===== src/rtl/gate_pkg.sv =====
// Shared definitions for the multi-gate pipeline and its bench.
// Holds the 3-bit operation codes and the op field width.
package gate_pkg;

  localparam int unsigned OP_W = 3;

  localparam logic [OP_W-1:0] OP_AND   = 3'd0;
  localparam logic [OP_W-1:0] OP_OR    = 3'd1;
  localparam logic [OP_W-1:0] OP_XOR   = 3'd2;
  localparam logic [OP_W-1:0] OP_NAND  = 3'd3;
  localparam logic [OP_W-1:0] OP_NOR   = 3'd4;
  localparam logic [OP_W-1:0] OP_XNOR  = 3'd5;
  localparam logic [OP_W-1:0] OP_NOT_A = 3'd6;  // b ignored
  localparam logic [OP_W-1:0] OP_BUF_A = 3'd7;  // b ignored

endpackage


===== src/rtl/gate_alu.sv =====
// Purely combinational bitwise gate unit.
// Ports:
//   a_i, b_i : operands (WIDTH bits)
//   op_i     : operation select (gate_pkg OP_* codes, all 8 legal)
//   y_o      : bitwise result (WIDTH bits)
module gate_alu
  import gate_pkg::*;
#(
  parameter int unsigned WIDTH = 8
) (
  input  logic [WIDTH-1:0] a_i,
  input  logic [WIDTH-1:0] b_i,
  input  logic [OP_W-1:0]  op_i,
  output logic [WIDTH-1:0] y_o
);

  always_comb begin
    y_o = '0;
    unique case (op_i)
      OP_AND:   y_o = a_i & b_i;
      OP_OR:    y_o = a_i | b_i;
      OP_XOR:   y_o = a_i ^ b_i;
      OP_NAND:  y_o = ~(a_i & b_i);
      OP_NOR:   y_o = ~(a_i | b_i);
      OP_XNOR:  y_o = ~(a_i ^ b_i);
      OP_NOT_A: y_o = ~a_i;
      OP_BUF_A: y_o = a_i;
      default:  y_o = '0;
    endcase
  end

endmodule


===== src/rtl/multi_gate_pipe.sv =====
// Two-stage valid/ready pipeline around a bitwise gate unit.
// S1 registers the operand beat (a, b, op); S2 registers the gate result
// together with its OR-reduction. A saturating counter tracks output transfers.
// Ports:
//   clk, rst_n              : clock, asynchronous active-low reset
//   in_valid/in_ready       : operand handshake (a, b, op sampled on transfer)
//   out_valid/out_ready     : result handshake (y, y_any)
//   cnt_clr                 : synchronous clear of xfer_cnt (beats a transfer)
//   xfer_cnt                : saturating count of output transfers
module multi_gate_pipe
  import gate_pkg::*;
#(
  parameter int unsigned WIDTH = 8,
  parameter int unsigned CNT_W = 16
) (
  input  logic             clk,
  input  logic             rst_n,
  input  logic             in_valid,
  output logic             in_ready,
  input  logic [WIDTH-1:0] a,
  input  logic [WIDTH-1:0] b,
  input  logic [OP_W-1:0]  op,
  output logic             out_valid,
  input  logic             out_ready,
  output logic [WIDTH-1:0] y,
  output logic             y_any,
  input  logic             cnt_clr,
  output logic [CNT_W-1:0] xfer_cnt
);

  // Stage 1: operand registers
  logic             s1_valid_q, s1_valid_d;
  logic [WIDTH-1:0] s1_a_q, s1_a_d;
  logic [WIDTH-1:0] s1_b_q, s1_b_d;
  logic [OP_W-1:0]  s1_op_q, s1_op_d;

  // Stage 2: result registers
  logic             s2_valid_q, s2_valid_d;
  logic [WIDTH-1:0] y_q, y_d;
  logic             y_any_q, y_any_d;

  logic [CNT_W-1:0] cnt_q, cnt_d;

  logic [WIDTH-1:0] alu_y;
  logic             s2_can_load;
  logic             s1_advance;
  logic             in_xfer;
  logic             out_xfer;

  gate_alu #(
    .WIDTH (WIDTH)
  ) u_gate_alu (
    .a_i  (s1_a_q),
    .b_i  (s1_b_q),
    .op_i (s1_op_q),
    .y_o  (alu_y)
  );

  // S2 frees up either when empty or when its beat leaves this cycle, so
  // in_ready has a combinational path from out_ready.
  assign s2_can_load = !s2_valid_q || out_ready;
  assign s1_advance  = s1_valid_q && s2_can_load;
  assign in_ready    = !s1_valid_q || s1_advance;
  assign in_xfer     = in_valid && in_ready;
  assign out_xfer    = s2_valid_q && out_ready;

  always_comb begin
    s1_valid_d = s1_valid_q;
    s1_a_d     = s1_a_q;
    s1_b_d     = s1_b_q;
    s1_op_d    = s1_op_q;
    if (in_ready) begin
      s1_valid_d = in_valid;
    end
    if (in_xfer) begin
      s1_a_d  = a;
      s1_b_d  = b;
      s1_op_d = op;
    end
  end

  always_comb begin
    s2_valid_d = s2_valid_q;
    y_d        = y_q;
    y_any_d    = y_any_q;
    if (s2_can_load) begin
      s2_valid_d = s1_valid_q;
    end
    if (s1_advance) begin
      y_d     = alu_y;
      y_any_d = |alu_y;
    end
  end

  // Clear has priority; otherwise count up and stick at all-ones.
  always_comb begin
    cnt_d = cnt_q;
    if (cnt_clr) begin
      cnt_d = '0;
    end else if (out_xfer && (cnt_q != {CNT_W{1'b1}})) begin
      cnt_d = cnt_q + 1'b1;
    end
  end

  always_ff @(posedge clk or negedge rst_n) begin
    if (!rst_n) begin
      s1_valid_q <= 1'b0;
      s1_a_q     <= '0;
      s1_b_q     <= '0;
      s1_op_q    <= '0;
    end else begin
      s1_valid_q <= s1_valid_d;
      s1_a_q     <= s1_a_d;
      s1_b_q     <= s1_b_d;
      s1_op_q    <= s1_op_d;
    end
  end

  always_ff @(posedge clk or negedge rst_n) begin
    if (!rst_n) begin
      s2_valid_q <= 1'b0;
      y_q        <= '0;
      y_any_q    <= 1'b0;
    end else begin
      s2_valid_q <= s2_valid_d;
      y_q        <= y_d;
      y_any_q    <= y_any_d;
    end
  end

  always_ff @(posedge clk or negedge rst_n) begin
    if (!rst_n) begin
      cnt_q <= '0;
    end else begin
      cnt_q <= cnt_d;
    end
  end

  assign out_valid = s2_valid_q;
  assign y         = y_q;
  assign y_any     = y_any_q;
  assign xfer_cnt  = cnt_q;

endmodule


===== config.mk =====
export PLATFORM = sky130hd
export DESIGN_NAME = multi_gate_pipe
export DESIGN_NICKNAME = d
export VERILOG_FILES = /design/src/rtl/gate_pkg.sv /design/src/rtl/gate_alu.sv /design/src/rtl/multi_gate_pipe.sv
export SDC_FILE = /design/constraint.sdc
export NUM_CORES = 1
export LEC_CHECK = 0
export BUFFER_PORTS_ARGS = -buffer_cell sky130_fd_sc_hd__buf_2
export CELL_PAD_IN_SITES_DETAIL_PLACEMENT = 1
export CELL_PAD_IN_SITES_GLOBAL_PLACEMENT = 1
export CORE_MARGIN = 2
export CORE_UTILIZATION = 46
export CTS_BUF_LIST = sky130_fd_sc_hd__clkbuf_4 sky130_fd_sc_hd__clkbuf_8
export DETAILED_ROUTE_END_ITERATION = 8
export PLACE_DENSITY_LB_ADDON = 0.1
export SETUP_SLACK_MARGIN = 0.3
export SLEW_MARGIN = 20
export SYNTH_ARGS = -nofsm -noshare
export SYNTH_HDL_FRONTEND = slang
export SYNTH_HIERARCHICAL = 1
export SYNTH_SLANG_ARGS = --single-unit

===== constraint.sdc =====
create_clock -name clk -period 2.9 [get_ports clk]
set_clock_uncertainty 0.05 [all_clocks]
set_input_delay 0.29 -clock clk [delete_from_list [all_inputs] [get_ports clk]]
set_output_delay 0.29 -clock clk [all_outputs]
set_load 0.1 [all_outputs]

After elaboration in Yosys (flattened, before gate mapping)
Cells that the tools add are included.
W data, S select, Z words.
{"block": "totals", "ff_bits": 46, "latch_bits": 0, "ram_bits": 0, "rom_bits": 0, "input_bits": 24, "output_inout_bits": 27, "elab_cells": 38, "memories": 0}
{"block": "classes", "addsub": 1, "multipliers": 0, "n_div": 0, "order_cmp": 0, "eq_ne": 8, "n_shift": 0, "mux": 3, "n_bitwise": 7, "reduce_logical": 11}
{"op": "$pmux W8 S8", "count": 1}
{"op": "$mux W16", "count": 2}
{"op": "$not A8 Y8", "count": 4}
{"op": "$add A16 B1 Y16 const B", "count": 1}
{"op": "$ne A16 B16 Y1 const B", "count": 1}
{"op": "$eq A3 B3 Y1 const B", "count": 4}
{"op": "$and A8 B8 Y8", "count": 1}
{"op": "$or A8 B8 Y8", "count": 1}
{"op": "$reduce_or A8 Y1", "count": 1}
{"op": "$xor A8 B8 Y8", "count": 1}
{"op": "$eq A3 B2 Y1 const B", "count": 2}
{"op": "$logic_and A1 B1 Y1", "count": 4}
{"op": "$eq A3 B1 Y1 const B", "count": 1}
{"op": "$logic_not A3 Y1", "count": 1}
{"op": "$logic_not A1 Y1", "count": 2}
{"op": "$logic_or A1 B1 Y1", "count": 2}
{"op": "$reduce_bool A2 Y1", "count": 1}

Logic depth before layout (Yosys ltp)
Gate-level depths: netlist of the first run.
{"block": "depth", "ltp_word": 5, "depth_mapped": 9, "ltp_nobuf": 9}

By module
The synthesis of the first run kept the hierarchy.
{"module": "multi_gate_pipe", "instances": 1, "cells_per_inst": 172, "area_per_inst_um2": 2138.3, "seq_area_each_um2": 1151.1}
{"module": "gate_alu", "instances": 1, "cells_per_inst": 121, "area_per_inst_um2": 953.4, "seq_area_each_um2": 0.0}

Worst setup path after synthesis of the first run
OpenSTA, ideal clock, no wires.
{"block": "synth_timing", "kind": "register to register", "from": "register s2_valid_q, in the netlist out_valid", "to": "register s1_a_q[0]", "setup_ns": 0.125, "arrival_time_ns": 3.200, "required_ns": 2.725, "slack_ns": -0.475, "stages_incl_launch_ff": 5, "n_path_buf": 1, "period_less_slack_ns": 3.375, "cell_sequence": "dfrtp_1 > nand3b_1 > nand2_2 > buf_2 > mux2_2"}
{"block": "synth_between", "elab_chain_cells": 5}
{"element": "from (decl)", "line": "multi_gate_pipe.sv:38", "source": "logic s2_valid_q, s2_valid_d;"}
{"element": "from (signal assigned)", "line": "multi_gate_pipe.sv:125", "source": "s2_valid_q <= s2_valid_d;"}
{"element": "$logic_not A1 Y1", "line": "multi_gate_pipe.sv:61", "source": "assign s2_can_load = !s2_valid_q || out_ready;"}
{"element": "$logic_or A1 B1 Y1", "line": "multi_gate_pipe.sv:61"}
{"element": "$logic_and A1 B1 Y1", "line": "multi_gate_pipe.sv:62", "source": "assign s1_advance = s1_valid_q && s2_can_load;"}
{"element": "$logic_or A1 B1 Y1", "line": "multi_gate_pipe.sv:63", "source": "assign in_ready = !s1_valid_q || s1_advance;"}
{"element": "net in_ready", "line": "multi_gate_pipe.sv:19", "source": "output logic in_ready,"}
{"element": "$logic_and A1 B1 Y1", "line": "multi_gate_pipe.sv:64", "source": "assign in_xfer = in_valid && in_ready;"}
{"element": "to (signal assigned)", "line": "multi_gate_pipe.sv:108", "source": "s1_a_q <= '0;"}
{"element": "to (signal assigned)", "line": "multi_gate_pipe.sv:113", "source": "s1_a_q <= s1_a_d;"}
{"element": "to (decl)", "line": "multi_gate_pipe.sv:33", "source": "logic [WIDTH-1:0] s1_a_q, s1_a_d;"}
The timed path passes the listed nets, and every way through them passes these cells.
A chain may end at the register's enable or synchronous reset.

Final worst setup path of the first run
{"block": "layout_timing", "from": "register s1_op_q[1]", "to": "register y_any_q, in the netlist y_any"}
{"block": "layout_between", "elab_chain_cells": 3, "word_cells_on_any_way": 10, "classes_between": "eq/ne: 7; mux: 1; reduce/logical: 2"}
{"element": "from (decl)", "line": "multi_gate_pipe.sv:35", "source": "logic [OP_W-1:0] s1_op_q, s1_op_d;"}
{"element": "from (signal assigned)", "line": "multi_gate_pipe.sv:115", "source": "s1_op_q <= s1_op_d;"}
{"element": "$eq A3 B3 Y1, or another cell as far along", "line": "gate_alu.sv:19", "source": "unique case (op_i)"}
{"element": "$pmux W8 S8 *", "line": "gate_alu.sv:19"}
{"element": "net alu_y[4]", "line": "multi_gate_pipe.sv:44", "source": "logic [WIDTH-1:0] alu_y;"}
{"element": "$reduce_or A8 Y1 *", "line": "multi_gate_pipe.sv:91", "source": "y_any_d = |alu_y;"}
{"element": "to (signal assigned)", "line": "multi_gate_pipe.sv:127", "source": "y_any_q <= y_any_d;"}
{"element": "to (decl)", "line": "multi_gate_pipe.sv:40", "source": "logic y_any_q, y_any_d;"}
The timed path passes the listed nets; every way through them passes the cells marked *.

==> results.txt, run 1 <==
Remaining DRCs -> 0
Critical Path Fanout Max -> 21
final setup fails -> 0
layout cells sized above 1 -> 0.323
TritonCTS clock tree -> done
Design Power -> 2.57 mW
reg-to-reg endpoint -> y_any
Die H -> 86.0 um
drt first pass iters -> 4
sequential fraction of the synthesis area -> 0.372
Rows -> 29
post-synthesis cell area -> 3090 um2
global-route wire length before repair -> 12800 um
port buffer count -> 50
Period minus WS final -> 2.37 ns
clock buffer count from CTS -> 5
worst setup path end -> y_any
unrepaired setup endpoints after global routing -> false
Final Max Tran Viols -> 0
Core Box Area -> 6420 um2
GPL Wtd Cong -> 0.813
# nets final -> 381
dominant synthesized flop cell -> dfrtp_1
DR iter-0 viols -> 58
area grow syn2layout -> 12.9%
EDFF count, synth -> 0
Ant. Diodes -> 0
highest clock rate -> 422 MHz
die area -> 7390 um2
Synth area leader -> dfrtp_1
Post-synth ARST share -> 1.00
die width -> 86.0 um
syn_nets -> 334
FILL cells -> 732
Hold WS -> 0.139 ns
Clock Latency Late Sink -> 0.32 ns
Worst-path clk slew -> 0.09 ns
#FFs+latches synth -> 46
Initial Util -> 0.481
global route overflow -> 0
largest net degree at the start of global routing -> 31
Crit. End Element -> flip-flop
Post-Syn Area per Cell -> 10.6 um2
post-synthesis cell type count -> 56
vias in the first global route -> 2572
outcome -> finished clean
htree depth -> 2
CP Class -> reg -> reg
Clock Path Buffers -> 2
Max-Slew Margin vs Limit -> 0.506
final period utilization -> 0.817
LEAKAGE -> 1.61 nW
average wire per standard cell -> 17.9 um
Final Hold Viols -> 0
initial antenna violation count -> 0
PwrDens -> 736 nW/um2
flop2flop setup slack -> 0.53 ns
max cap viols -> 0
Syn. warnings -> 6
GRT Total Usage -> 0.219
final std cells w/o fill -> 418
Synth area leaders -> dfrtp_1, mux2_2, ha_1, a21oi_1, mux4_2
TNS Setup -> 0 ns
leading cell type in the layout, fill and taps excluded -> buf_2
detailed-route vias per instance -> 5.69
# placed instances -> 409
Synth top area share -> 0.372
clock tree root driver cell -> clkbuf_8
worst r2r path cells -> 7
io pins -> 51
worst-margin pin slew -> 0.740 ns
crit path launch type -> flip-flop
Worst EP arrival -> 2.53 ns
reg2reg start -> s1_op_q[1]
CTS Sinks -> 46
post_cts resized -> 0
vias -> 2380
highest-count cells in the layout ignoring fill and taps -> buf_2, dfrtp_1, mux2_2
Min-Delay Path Class -> in -> reg
Post-Synthesis Cells -> 293
Req. time, crit path -> 3.06 ns
hpwl dp -> 5370 um
Peak VDD IR -> 0.282 mV
Antenna Nets Post-Route -> 0
routed wire length -> 7500 um
Setup crit start -> s1_op_q[1]
==> cell families (layout without fill, tap and decap cells) <==
logic type	after synthesis	after routing	share of synthesized area
xor gates and xnor gates	8	8	0.0227
AOI/OAI and AO/OA	49	49	0.101
DFF	46	46	0.372
buffers and inverters	37	85	0.0749
muxes	40	40	0.161
and+or+nand+nor	96	96	0.199
adders and majority gates	17	17	0.0688
==> cell usage after synthesis (all sizes together), types with 2 or more instances <==
master and number:
and4 4, o2111a 2, or4 3, mux2 30
nand3 8, nand4 7, buf 12, nor4 5
nand2b 6, dfrtp 46, o21ai 8, nor2b 3
a31oi 6, nand2 14, a21o 3, a21oi 21
or3 5, xnor2 8, mux4 4, mux2i 6
and4bb 4, inv 23, and3 4, o31ai 4
nor3 7, nor2 22, ha 17
==> metal layers <==
metal  wire, um  vias up  GRT usage
met5          0        -          0
met4         90        0     0.0577
met3        240        7     0.0452
met2       3650       39      0.369
met1       3520     1183      0.286
li1           -     1151          -
==> critical path, stage by stage, from the launching register on <==
cell,delay [ns]
dfrtp_1,0.83
inv_1,0.27
a221oi_2,0.34
a21o_1,0.15
o21ai_1,0.07
nor4_1,0.28
a21oi_1,0.10
a21o_1,0.17
==> worst min-delay path by stage <==
stage | start | endpoint | slack [ns] | cells after the start
after global routing | a[6] | s1_a_q[6] | 0.13 | 2
after CTS | a[6] | s1_a_q[6] | 0.13 | 2
after global placement | rst_n | s1_b_q[5] | 0.31 | 1
after detailed placement | rst_n | s1_b_q[5] | 0.33 | 1
final | a[6] | s1_a_q[6] | 0.14 | 2
after floorplan | rst_n | s1_a_q[0] | -0.06 | 0
==> layout make-up <==
type | instances | area [um2] | share of cell area
inverters | 23 | 86.3 | 0.0247
repair buffers | 54 | 295 | 0.0846
well taps | 77 | 96.3 | 0.0276
clock inverters | 2 | 60.1 | 0.0172
clock buffers | 6 | 82.6 | 0.0237
multi-input cells | 210 | 1710 | 0.491
flip-flops and latches | 46 | 1150 | 0.331
==> sequential cells by signal (all words and copies together) (netlist names) <==
signal      flops
y               8
xfer_cnt       16
y_any           1
s1_b_q          8
s1_a_q          8
s1_valid_q      1
s1_op_q         3
out_valid       1
==> where the power goes <==
group	switching, mW	leakage (nW)	total [mW]	internal, mW
clock network	0.244	0.0714	0.612	0.368
registers	0.111	0.569	0.855	0.744
logic	0.764	0.965	1.10	0.337
==> metrics by stage <==
| stage | instance area [um2] | setup slack (ns) | utilization |
|---|---|---|---|
| finish | 3490 | 0.530 | 0.543 |
| global route | 3490 | 0.349 | 0.543 |
| CTS | 3490 | 0.525 | 0.543 |
| detailed placement | 3340 | 0.576 | 0.520 |
| global placement | 3340 | 0.692 | 0.520 |
| floorplan | 3110 | 0.287 | - |
==> repair_timing <==
item / CTS / global route
endpoints found under the hold margin: 27 / 0
buffers inserted: 0 / 0
hold buffers: 1 / 0
(Power assumes the default switching activity.)
==> run 2: changes to the inputs <==
ABC_AREA = 1   (was unset)
CORE_UTILIZATION = 43   (was 46)
clock period = 2.5 ns   (was 2.9 ns; I/O delays follow)
==> run 2 against run 1 <==
Net effect: synthesized cell count grew 41%; first-iteration DRC count grew 110%; critical path depth grew 2; via count grew 23%; register-to-register slack is essentially flat; cell count grew 36%; sequential power grew 14%; highest routed layer unchanged.
==> results.txt, run 2 <==
outcome -> finished clean (unchanged)
TNS Setup -> 0 ns (unchanged)
Crit. End Element -> flip-flop (unchanged)
unrepaired setup endpoints after global routing -> false (unchanged)
Clock Path Buffers -> 2 (unchanged)
critical path's top delay family -> simple AND/OR/NAND/NOR gates (was compound AO/OA/AOI/OAI gates)
Peak VDD IR -> 0.417 mV (was 0.282 mV)
clock tree root driver cell -> clkbuf_8 (unchanged)
post_cts resized -> 0 (unchanged)
die width -> 89.5 um (was 86.0 um)
Max-Slew Margin vs Limit -> 0.584 (was 0.506)
Synth top area share -> 0.366 (was 0.372)
Period minus WS final -> 1.96 ns (was 2.37 ns)
final std cells w/o fill -> 569 (was 418)
reg2reg start -> s1_op_q[1] (unchanged)
clock buffer count from CTS -> 5 (unchanged)
Initial Util -> 0.438 (was 0.481)
DR iter-0 viols -> 122 (was 58)
setup ws final -> 0.537 ns (was 0.530 ns)
Die H -> 89.5 um (was 86.0 um)
XOR/XNOR share of the synthesized area -> 0.0111 (was 0.0227)
Synth Area in Compound Gates -> 0.00358 (was 0.101)
leading cell type in the layout, fill and taps excluded -> nand2_1 (was buf_2)
CP Class -> reg -> reg (unchanged)
average wire per standard cell -> 15.0 um (was 17.9 um)
final period utilization -> 0.785 (was 0.817)
Post-Syn Area per Cell -> 7.59 um2 (was 10.6 um2)
Synth area leaders -> dfrtp_1, nand2_1, mux2_2, ha_1, inv_1 (was dfrtp_1, mux2_2, ha_1, a21oi_1, mux4_2)
highest clock rate -> 510 MHz (was 422 MHz)
Crit path buffers/inverters -> 1 (unchanged)
LEAKAGE -> 1.92 nW (was 1.61 nW)
layout cells sized above 1 -> 0.223 (was 0.323)
Critical Path Fanout Max -> 15 (was 21)
Ant. Diodes -> 0 (unchanged)
main combinational cell family by area after synthesis -> simple AND/OR/NAND/NOR gates (unchanged)
drt first pass iters -> 4 (unchanged)
Syn. warnings -> 6 (unchanged)
Worst-path clk slew -> 0.10 ns (was 0.09 ns)
global-route wire length before repair -> 14300 um (was 12800 um)
Post-CTS Setup Repair Bufs -> 0 (unchanged)
worst r2r path cells -> 9 (was 7)
routed wire length -> 8540 um (was 7500 um)
hold path cells -> 2 (unchanged)
area grow syn2layout -> 15.2% (was 12.9%)
largest net degree at the start of global routing -> 25 (was 31)
Crit-path slowest cell -> dfrtp_1 (unchanged)
most frequent CP cell -> nand2_1 (was a21o_1)
most common cell in the synthesized netlist -> nand2_1 (was dfrtp_1)
post-synthesis simple-gate area fraction -> 0.395 (was 0.199)
#FFs+latches synth -> 46 (unchanged)
Remaining DRCs -> 0 (unchanged)
# nets final -> 510 (was 381)
Req. time, crit path -> 2.68 ns (was 3.06 ns)
Post-synth ARST share -> 1.00 (unchanged)
Final Max Tran Viols -> 0 (unchanged)
EDFF count, synth -> 0 (unchanged)
htree depth -> 2 (unchanged)
global route overflow -> 0 (unchanged)
port buffer count -> 50 (unchanged)
Clock Latency Late Sink -> 0.31 ns (was 0.32 ns)
dominant synthesized flop cell -> dfrtp_1 (unchanged)
detailed-route vias per instance -> 5.15 (was 5.69)
Setup crit start -> s1_op_q[1] (unchanged)
GPL Wtd Cong -> 0.779 (was 0.813)
Synth Area in Adders -> 0.0677 (was 0.0688)
DP Worst Slack -> 0.549 ns (was 0.576 ns)
syn_nets -> 455 (was 334)
initial antenna violation count -> 0 (unchanged)
Post-Synthesis Cells -> 414 (was 293)
Final Hold Viols -> 0 (unchanged)
die area -> 8010 um2 (was 7390 um2)
Core Box Area -> 7180 um2 (was 6420 um2)
GRT Total Usage -> 0.230 (was 0.219)
Crit path largest cell delay -> 0.52 ns (was 0.83 ns)
CTS Sinks -> 46 (unchanged)
# placed instances -> 560 (was 409)
post-synthesis cell type count -> 26 (was 56)
io pins -> 51 (unchanged)
crit path launch type -> flip-flop (unchanged)
Rows -> 31 (was 29)
vias in the first global route -> 3014 (was 2572)
Antenna Nets Post-Route -> 0 (unchanged)
PwrDens -> 767 nW/um2 (was 736 nW/um2)
Synth area leader -> dfrtp_1 (unchanged)
critical path depth in cells -> 9 (was 7)
hold buffer count at CTS -> 1 (unchanged)
Min-Delay Path Class -> in -> reg (unchanged)
final setup fails -> 0 (unchanged)
CP Cell Sequence -> buf_4, nand2_1, nor2_4, nand2_1, nand2_1, nor2_1, nand3_1, nor3_1, a31oi_1 (was inv_1, a221oi_2, a21o_1, o21ai_1, nor4_1, a21oi_1, a21o_1)
TritonCTS clock tree -> done (unchanged)
Hold Startpoint -> b[3] (was a[6])
Worst EP arrival -> 2.14 ns (was 2.53 ns)
vias -> 2930 (was 2380)
sequential fraction of the synthesis area -> 0.366 (was 0.372)
Largest register FFs -> 16 (unchanged)
worst-margin pin slew -> 0.622 ns (was 0.740 ns)
post-synthesis mux area share -> 0.0681 (was 0.161)
most frequent cells after synthesis -> nand2_1, dfrtp_1, inv_1, nor2_1, nand3_1 (was dfrtp_1, mux2_2, inv_1)
highest-count cells in the layout ignoring fill and taps -> nand2_1, buf_2, inv_1, nor2_1, dfrtp_1 (was buf_2, dfrtp_1, mux2_2)
hpwl dp -> 6230 um (was 5370 um)
max cap viols -> 0 (unchanged)
post-synthesis cell area -> 3140 um2 (was 3090 um2)
==> run 2: layout make-up <==
cell class	instances	area [um2]
tap	99	124
multi-input combinational	308	1730
clock buffer	6	82.6
timing repair buffer	59	333
inverter	49	184
fill	949	3560
sequential	46	1150
clock inverter	2	16.3
==> run 2: cell families after synthesis <==
kind of cell	count (synthesis)
mux	19
compound gates	2
buf+inv	60
fa+ha+maj	17
simple gates	266
xor+xnor	4
flops	46
==> run 2: path summary, 6_finish.rpt <==
kind | slack, ns | to
worst max-delay path | 0.54 | y_any
worst min-delay path | 0.12 | s1_b_q[3]
worst max register to register | 0.54 | y_any
worst min register to register | 0.44 | y[0]
max in group asynchronous | 1.44 | xfer_cnt[0]
min in group asynchronous | 0.42 | s1_b_q[6]
==> run 2: worst register-to-register path, stage by stage (launching register included) <==
cell	delay, ns
dfrtp_1	0.52
buf_4	0.32
nand2_1	0.14
nor2_4	0.26
nand2_1	0.09
nand2_1	0.07
nor2_1	0.04
nand3_1	0.14
nor3_1	0.08
a31oi_1	0.17
==> run 2: power by group <==
group | leakage [nW] | switching (mW) | internal (mW) | total, mW
Combinational | 1.30 | 0.984 | 0.308 | 1.29
Clock | 0.0478 | 0.281 | 0.228 | 0.509
Sequential | 0.571 | 0.110 | 0.865 | 0.974
==> run 2: metal layers <==
| metal | GRT usage | part of all wire | vias to the layer above | wire length [um] |
|---|---|---|---|---|
| met2 | 0.426 | 0.51 | 54 | 4320 |
| met3 | 0.0286 | 0.030 | 16 | 259 |
| li1 | - | - | 1434 | - |
| met1 | 0.273 | 0.44 | 1426 | 3770 |
| met4 | 0.0773 | 0.022 | 0 | 189 |
| met5 | 0 | 0 | - | 0 |
==> run 2: through the flow <==
step / cell area, um2 / utilization / power (mW) / hold slack, ns
detailed placement: 3510 / 0.489 / 2.28 / 0.235
floorplan: 3160 / - / 2.01 / -0.0956
global placement: 3510 / 0.489 / 2.26 / 0.229
finish: 3620 / 0.504 / 2.77 / 0.118
global route: 3620 / 0.504 / 2.95 / 0.115
CTS: 3620 / 0.504 / 2.81 / 0.107
==> run 3: changes to the inputs <==
ABC_AREA = 0   (was 1)
CORE_UTILIZATION = 46   (was 43)
clock period = 2 ns   (was 2.5 ns; I/O delays follow)
==> run 3 against run 2 <==
Net effect: the run now ends with negative setup slack left; highest routed layer unchanged; sequential power increased by 26%; hold slack got worse by 0.048 ns; critical path depth decreased by 3; maximum frequency shrank 5.5%; power grew 40%; global-route usage grew 1.0 points.
==> results.txt, run 3 (synthesis gave the netlist of run 1 again) <==
layout cells sized above 1 -> 0.562 (was 0.223)
clock buffer count from CTS -> 5 (unchanged)
GRT Total Usage -> 0.240 (was 0.230)
Internal Power -> 2.10 mW (was 1.40 mW)
Crit. End Element -> flip-flop (unchanged)
clock power share -> 0.154 (was 0.183)
Peak VDD IR -> 0.645 mV (was 0.417 mV)
final setup fails -> 1 (was 0)
outcome -> complete, but fails checks (was finished clean)
Worst-path clk slew -> 0.10 ns (about the same)
clock tree root driver cell -> clkbuf_8 (unchanged)
Period minus WS final -> 2.08 ns (was 1.96 ns)
LEAKAGE -> 1.87 nW (was 1.92 nW)
P_sw -> 1.80 mW (was 1.37 mW)
Largest register FFs -> 16 (unchanged)
Core Util, Final -> 0.649 (was 0.504)
vias in the first global route -> 2768 (was 3014)
routed wire length -> 8840 um (was 8540 um)
Final Max Tran Viols -> 0 (unchanged)
final period utilization -> 1.04 (was 0.785)
Net Sw Frac -> 0.461 (was 0.495)
unrepaired setup endpoints after global routing -> true (was false)
port buffer count -> 50 (unchanged)
io pins -> 51 (unchanged)
Worst EP arrival -> 2.22 ns (was 2.14 ns)
drt first pass iters -> 4 (unchanged)
area grow syn2layout -> 34.8% (was 15.2%)
CTS Sinks -> 46 (unchanged)
Critical Path Fanout Max -> 3 (was 15)
crit path launch type -> flip-flop (unchanged)
Antenna Nets Post-Route -> 0 (unchanged)
Min-Delay Path Class -> in -> reg (unchanged)
Max-Slew Margin vs Limit -> 0.667 (was 0.584)
hpwl dp -> 5830 um (was 6230 um)
largest net degree at the start of global routing -> 31 (was 25)
PwrDens -> 935 nW/um2 (was 767 nW/um2)
Rows -> 29 (was 31)
Initial Util -> 0.481 (was 0.438)
leading cell type in the layout, fill and taps excluded -> buf_2 (was nand2_1)
global-route wire length before repair -> 13900 um (was 14300 um)
Core Box Area -> 6420 um2 (was 7180 um2)
CP Class -> reg -> reg (unchanged)
global route overflow -> 0 (unchanged)
GPL Wtd Cong -> 0.756 (was 0.779)
die width -> 86.0 um (was 89.5 um)
failing checks -> negative setup slack
initial antenna violation count -> 0 (unchanged)
# nets final -> 426 (was 510)
highest-count cells in the layout ignoring fill and taps -> buf_2, buf_4, dfrtp_1 (was nand2_1, buf_2, inv_1, nor2_1, dfrtp_1)
Clock Path Buffers -> 2 (unchanged)
Clock Latency Late Sink -> 0.30 ns (was 0.31 ns)
setup ws final -> -0.0766 ns (was 0.537 ns)
TNS Setup -> -0.0766 ns (was 0 ns)
Req. time, crit path -> 2.15 ns (was 2.68 ns)
Die H -> 86.0 um (was 89.5 um)
DR iter-0 viols -> 85 (was 122)
Final Hold Viols -> 0 (unchanged)
highest clock rate -> 482 MHz (was 510 MHz)
Remaining DRCs -> 0 (unchanged)
Flop pwr share -> 0.316 (was 0.351)
htree depth -> 2 (unchanged)
max cap viols -> 0 (unchanged)
Comb pwr share -> 0.529 (was 0.465)
die area -> 7390 um2 (was 8010 um2)
Ant. Diodes -> 0 (unchanged)
vias -> 2664 (was 2930)
worst-margin pin slew -> 0.503 ns (was 0.622 ns)
average wire per standard cell -> 19.1 um (was 15.0 um)
detailed-route vias per instance -> 5.75 (was 5.15)
TritonCTS clock tree -> done (unchanged)
-- run 3: critical path: stages (launching register included) --
cell and delay [ns]:
dfrtp_1 0.43, ha_1 0.23, mux2_4 0.27, mux4_2 0.48, nor4_2 0.25, a21oi_1 0.10
a21o_1 0.17
-- run 3: timing repair --
action / in CTS / in global routing
hold buffers: 1 / 0
buffers inserted: 12 / 4
gates resized for setup: 31 / 22
endpoints found under the hold margin: 16 / 0
setup endpoints to repair: 16 / 21
pin swaps: 11 / 14
-- run 3: metal layers --
metal  global-route usage  wire length, um
met5                    0                0
met4               0.0736              134
met3               0.0279              354
met2                0.417             4640
met1                0.314             3710
-- run 3: power by group through the flow --
stage               registers [mW]  logic [mW]  clock network [mW]
floorplan                     1.86       0.730                   0
global placement              1.23        1.77                   0
detailed placement            1.24        1.83                   0
CTS                           1.22        1.98               0.629
global route                  1.25        2.18               0.648
finish                        1.23        2.06               0.601
-- run 3: worst paths after layout --
kind / slack (ns) / start / endpoint / cells after the start
max in group asynchronous: 1.04 / rst_n / xfer_cnt[12] / 3
min: 0.07 / b[4] / s1_b_q[4] / 2
min reg2reg: 0.46 / s1_valid_q / out_valid / 1
max reg2reg: -0.08 / s1_a_q[7] / y_any / 6
min in group asynchronous: 0.32 / rst_n / s1_b_q[5] / 2
max: -0.08 / s1_a_q[7] / y_any / 6
-- run 3: cell type report --
cell class / count / area [um2]
Fill cell: 707 / 2250
Multi-Input combinational cell: 210 / 2000
Sequential cell: 46 / 1210
Timing Repair Buffer: 99 / 684
Tap cell: 77 / 96.3
Inverter: 23 / 86.3
Clock buffer: 5 / 68.8
Clock inverter: 3 / 21.3
-- run 3: metrics by stage --
step | area, um2 | power [mW] | hold WS [ns] | setup WS, ns | instances
after global routing | 4170 | 4.08 | 0.0646 | -0.166 | 463
final | 4170 | 3.90 | 0.0698 | -0.0766 | 463
after floorplan | 3220 | 2.59 | -0.146 | -0.607 | 293
after CTS | 4030 | 3.84 | 0.0597 | -0.0755 | 459
after global placement | 3710 | 3.00 | 0.111 | -0.0451 | 438
after detailed placement | 3710 | 3.07 | 0.121 | -0.106 | 438
